`config.mk`:
```
export PLATFORM = sky130hd
export DESIGN_NAME = add4_fa_core
export DESIGN_NICKNAME = d
export VERILOG_FILES = /design/src/rtl/arith_pkg.sv /design/src/rtl/full_adder_bit.sv /design/src/rtl/add4_fa_core.sv
export SDC_FILE = /design/constraint.sdc
export NUM_CORES = 1
export LEC_CHECK = 0
export CORE_AREA = 2 2 39 41
export DETAILED_ROUTE_END_ITERATION = 7
export DIE_AREA = 0 0 41 43
export SLEW_MARGIN = 10
export SYNTH_ARGS = -nofsm -noshare
export SYNTH_HDL_FRONTEND = slang
export SYNTH_SLANG_ARGS = --single-unit
```
`constraint.sdc`:
```
create_clock -name clk -period 2.5 [get_ports clk]
set_input_delay 0.375 -clock clk [delete_from_list [all_inputs] [get_ports clk]]
set_output_delay 0.375 -clock clk [all_outputs]
set_load 0.02 [all_outputs]
```
`src/rtl/arith_pkg.sv`:
```
// Shared arithmetic types for the leaf adder blocks.
package arith_pkg;
    localparam int ADD_WIDTH = 4;
    typedef logic [ADD_WIDTH-1:0] nib_t;
endpackage

```
`src/rtl/full_adder_bit.sv`:
```
// One ripple stage: sum and carry of two operand bits plus carry-in.
module full_adder_bit (
    input  logic a,
    input  logic b,
    input  logic cin,
    output logic s,
    output logic cout
);
    logic p;

    assign p    = a ^ b;
    assign s    = p ^ cin;
    assign cout = (a & b) | (cin & p);
endmodule

```
`src/rtl/add4_fa_core.sv`:
```
// Ripple-carry adder with combinational {C,S} and a registered copy.
module add4_fa_core
    import arith_pkg::*;
#(
    parameter int WIDTH = ADD_WIDTH
) (
    input  logic             clk,
    input  logic             rst_n,
    input  logic [WIDTH-1:0] A,
    input  logic [WIDTH-1:0] B,
    output logic [WIDTH-1:0] S,
    output logic             C,
    output logic [WIDTH-1:0] S_q,
    output logic             C_q
);
    logic [WIDTH:0] c;

    assign c[0] = 1'b0;

    for (genvar i = 0; i < WIDTH; i++) begin : g_stage
        full_adder_bit u_fa (
            .a    (A[i]),
            .b    (B[i]),
            .cin  (c[i]),
            .s    (S[i]),
            .cout (c[i+1])
        );
    end

    assign C = c[WIDTH];

    always_ff @(posedge clk or negedge rst_n) begin
        if (!rst_n) begin
            S_q <= '0;
            C_q <= 1'b0;
        end else begin
            S_q <= S;
            C_q <= C;
        end
    end
endmodule

```
==> impl_metrics.env, run 1 <==
export IMPL_cts_sinks=5
export IMPL_grt_pass1_vias=197
export IMPL_slew_headroom_pct=84.0
export IMPL_io_pins=20
export IMPL_drc=0
export IMPL_syn_area_per_cell_um2=13.7
export IMPL_path_buf_inv=4
export IMPL_critPathLaunchType="primary input"
export IMPL_die_h_um=43
export IMPL_path_max_fanout=2
export IMPL_fmax_ghz=0.412
export IMPL_ys_flop_type="dfrtp_1"
export IMPL_crit_family="adder cells"
export IMPL_first_pass_iters=1
export IMPL_rsz0062_at_grt="no"
export IMPL_hold_class="in2async"
export IMPL_dieWidth_um=41
export IMPL_ir_drop_v=0.000186
export IMPL_grt_use_met1_pct=7.24
export IMPL_p_leak_uw=0.000212
export IMPL_grt_max_degree=6
export IMPL_cts_hold_buf=0
export IMPL_syn_nets=32
export IMPL_yosysSeqAreaShare_pct=50.8
export IMPL_row_count=14
export IMPL_yosysUniqueCellTypes=5
export IMPL_num_vias=187
export IMPL_cts_buffers=3
export IMPL_start_util_pct=17.8
export IMPL_grt_usage_pct=7.68
export IMPL_cts_buffer_depth=2
export IMPL_cts_tree="built"
export IMPL_cp_arrival_ps=2050
export IMPL_cts_root_buf="clkbuf_4"
export IMPL_n_antenna_cell=0
export IMPL_synth_edf_count=0
export IMPL_worst_pin_slew_ps=239
export IMPL_ys_ff_latch=5
export IMPL_cts_max_level=1
export IMPL_drtAntennaViolNets=0
export IMPL_antenna_found_initial=0
export IMPL_yosys_warnings=0
export IMPL_drive_above_1_share_pct=28.9
export IMPL_crit_slowest_cell="fa_1"
export IMPL_cp_required_ps=2120
export IMPL_yosysTopAreaCell="dfrtp_1"
export IMPL_wire_per_inst_um=9.06
export IMPL_via_per_inst=3.46
export IMPL_netlist_area_leader_share_pct=50.8
export IMPL_die_area_mm2=0.00176
export IMPL_synthTopCellsByCount="5 x dfrtp_1, 5 x inv_1, 4 x buf_4, 3 x fa_1, 1 x ha_1"
export IMPL_cap_violations=0
export IMPL_fin_nets=53
export IMPL_critPathKind="in2out"
export IMPL_grtUsageMet3_pct=6.28
export IMPL_finalSetupViolCount=0
export IMPL_fill_cells=144
export IMPL_grt_overflow=0
export IMPL_port_buffers=19
export IMPL_gp_congestion=0.601
export IMPL_path_cells="clkdlybuf4s15_1, ha_2, fa_2, fa_2, inv_2, fa_1, inv_2, buf_6"
export IMPL_post_route_period_util_pct=97.0
export IMPL_routed_wirelength_um=489
export IMPL_clk_pin_slew_worst_paths_ps=40
export IMPL_slew_viol_final=0
export IMPL_status="finished, final reports clean"
export IMPL_area_growth_pct=86.3
export IMPL_synthArstFlopShare_pct=100
export IMPL_final_hold_viol_count=0
export IMPL_cp_end_kind="output port"
export IMPL_gr_usage_met2_pct=9.38
export IMPL_synth_top_cells_by_area="dfrtp_1 51%, fa_1 24%, buf_4 12%"
export IMPL_syn_area_um2=246
export IMPL_drt_iter0_markers=0
export IMPL_core_mm2=0.00138
export IMPL_finish_utilization_pct=33.2
export IMPL_power_density_mw_per_mm2=644
export IMPL_cpPeakStageDelay_ps=410
export IMPL_grt_busiest_layer="met2"
export IMPL_syn_inst=18
export IMPL_setup_tns_ps=0
export IMPL_period_needed_ps=2430
export IMPL_grt_pass1_wl_um=800
registers in the layout, indices dropped and copies added, names as in the netlist:
register	flops
S_q	4
C_q	1
logic make-up after synthesis:
group	synth area share, %
flops	50.8
fa+ha+maj	29.4
buf+inv	19.8
layout by cell type (no fill, tap or decap):
master,synthesis,final
buf_2,0,1
buf_4,4,1
buf_6,0,1
clkbuf_1,0,1
clkbuf_4,0,3
clkdlybuf4s15_1,0,1
clkdlybuf4s50_1,0,12
dfrtp_1,5,5
dlygate4sd2_1,0,4
fa_1,3,1
fa_2,0,2
ha_2,0,1
inv_1,5,3
inv_2,0,2
metrics by stage:
step / setup WS (ps) / total power [uW] / instance area (um2) / instances / hold slack [ps]
final: 74.9 / 296 / 459 / 54 / 368
after global routing: 10.4 / 318 / 459 / 54 / 382
after CTS: 8.84 / 304 / 459 / 54 / 360
after detailed placement: -773 / 212 / 434 / 50 / 615
after global placement: -772 / 211 / 434 / 50 / 609
after floorplan: 179 / 156 / 246 / 18 / 79.4
worst paths after layout:
kind	start	cells past startpoint	end
setup / recovery	A[0]	8	S[3]
hold / removal	rst_n	1	S_q[3]
max in group asynchronous	rst_n	1	S_q[1]
min in group clk	B[0]	2	S_q[0]
where the power goes:
group / internal (uW) / total, uW / switching, uW
Sequential: 92.8 / 95.4 / 2.68
Combinational: 57.0 / 112 / 54.9
Clock: 60.0 / 88.3 / 28.2
layout make-up:
type	instances	area [um2]	share of cell area, %
timing repair buffer	20	189	41.1
sequential	5	125	27.2
multi-input combinational	4	80.1	17.4
clock buffer	4	26.3	5.72
tap	16	20.0	4.36
inverter	5	18.8	4.09
metal layers:
metal | routed length (um) | vias to the layer above
li1 | - | 85
met1 | 179 | 82
met2 | 188 | 20
met3 | 122 | 0
met4 | 0 | 0
met5 | 0 | -
timing repair:
item,in CTS,in global routing
resized for setup,20,0
hold endpoints to repair,0,0
setup endpoints to repair,4,1
pin swaps,4,2
buffers inserted,0,0
(Power assumes the default switching activity.)
==> run 2, diff against run 1 <==
- HOLD_SLACK_MARGIN: not set -> 0.05
- RECOVER_POWER: not set -> 100
==> run 2 against run 1 <==
  * Largest power group unchanged
  * Largest cell class unchanged
  * Routed wire length fell by 0.41%
  * Count of clock-buffer cells in the layout did not move
  * Non-clock buffer count did not move
  * Sequential power fell by 0.6%
  * Worst hold slack improved by 61 ps
  * Cell count did not move
  * Clock power barely moved
  * Critical path type unchanged
==> impl_metrics.env, run 2 (same netlist as run 1, synthesis figures left out) <==
export IMPL_largestRegisters="S_q: 4 flops, C_q: 1 flops"
export IMPL_final_cell_mix="8 x dlygate4sd3_1, 5 x dfrtp_1, 4 x dlygate4sd2_1, 4 x clkdlybuf4s50_1"
export IMPL_final_hold_viol_count=0
export IMPL_setup_ws_ps=74.9
export IMPL_antenna_found_initial=0
export IMPL_n_antenna_cell=0
export IMPL_grt_usage_pct=7.68
export IMPL_status="finished, final reports clean"
export IMPL_grt_busiest_layer="met2"
export IMPL_post_cts_setup_buffer_count=0
export IMPL_fin_nets=53
export IMPL_rsz0062_at_grt="no"
export IMPL_whs_ps=429
export IMPL_core_mm2=0.00138
export IMPL_grtUsageMet3_pct=6.28
export IMPL_slew_headroom_pct=83.7
export IMPL_seq_area_um2=125
export IMPL_finalSetupViolCount=0
export IMPL_cap_violations=0
export IMPL_cp_required_ps=2120
export IMPL_post_route_period_util_pct=97.0
export IMPL_routed_wirelength_um=487
export IMPL_largest_reg_flops=4
export IMPL_drc=0
export IMPL_port_buffers=19
export IMPL_power_density_mw_per_mm2=628
export IMPL_clk_pin_slew_worst_paths_ps=40
export IMPL_fill_cells=144
export IMPL_area_growth_pct=86.3
export IMPL_grt_use_met1_pct=7.24
export IMPL_setup_tns_ps=0
export IMPL_critPathKind="in2out"
export IMPL_p_leak_uw=0.000215
export IMPL_cts_buffer_depth=2
export IMPL_cts_tree="built"
export IMPL_cp_end_kind="output port"
export IMPL_die_h_um=43
export IMPL_fmax_ghz=0.412
export IMPL_gr_usage_met2_pct=9.38
export IMPL_finish_utilization_pct=33.2
export IMPL_dieWidth_um=41
export IMPL_top_register="S_q"
export IMPL_grt_pass1_vias=197
export IMPL_hold_class="in2reg"
export IMPL_cp_arrival_ps=2050
export IMPL_critPathLaunchType="primary input"
export IMPL_cts_max_level=1
export IMPL_period_needed_ps=2430
export IMPL_start_util_pct=17.8
export IMPL_drive_above_1_share_pct=28.9
export IMPL_grt_max_degree=6
export IMPL_path_max_fanout=2
export IMPL_wire_per_inst_um=9.02
export IMPL_p_total_uw=288
export IMPL_cts_buffers=3
export IMPL_dpl_worst_slack_ps=-773
export IMPL_gp_congestion=0.601
export IMPL_cts_sinks=5
export IMPL_layout_commonest_cell="dlygate4sd3_1"
export IMPL_slew_viol_final=0
export IMPL_cts_hold_buf=0
export IMPL_die_area_mm2=0.00176
export IMPL_first_pass_iters=1
export IMPL_drt_iter0_markers=0
export IMPL_via_per_inst=3.46
export IMPL_multi_input_area_um2=80.1
export IMPL_io_pins=20
export IMPL_cts_root_buf="clkbuf_4"
export IMPL_grt_pass1_wl_um=800
export IMPL_ir_drop_v=0.000182
export IMPL_row_count=14
export IMPL_grt_overflow=0
export IMPL_num_vias=187
export IMPL_worst_pin_slew_ps=244
export IMPL_drtAntennaViolNets=0
-- run 2: critical path, stage by stage --
cell and delay [ps]:
clkdlybuf4s15_1 170, ha_2 170, fa_2 340, fa_2 340
inv_2 60, fa_1 410, inv_2 70, buf_6 110
-- run 2: final timing paths --
path,start,depth (start not counted),to
max,A[0],8,S[3]
min,B[0],2,S_q[0]
max in group asynchronous,rst_n,1,S_q[1]
min in group asynchronous,rst_n,1,S_q[3]
-- run 2: layer usage --
layer / up-vias / wire, um
met4: 0 / 0
met5: - / 0
met3: 0 / 117
met1: 82 / 181
met2: 20 / 188
li1: 85 / -
-- run 2: timing repair --
item | 4_1_cts | 5_1_grt
gates resized for setup | 20 | 0
pin swaps | 4 | 2
setup endpoints to repair | 4 | 1
-- run 2: area by class of cell --
cell class                 count  share of cell area, %
clock buffer                   4                   5.72
inverter                       5                   4.09
multi-input combinational      4                   17.4
sequential                     5                   27.2
tap                           16                   4.36
timing repair buffer          20                   41.1
-- run 2: through the flow --
| stage | instances | area (um2) |
|---|---|---|
| after floorplan | 18 | 246 |
| after global placement | 50 | 434 |
| after detailed placement | 50 | 434 |
| after CTS | 54 | 459 |
| after global routing | 54 | 459 |
| final | 54 | 459 |
-- run 2: where the power goes --
part / total, uW / switching (uW) / internal, uW
combinational: 105 / 54.7 / 50.7
clock: 88.3 / 28.2 / 60.0
sequential: 94.8 / 2.12 / 92.7
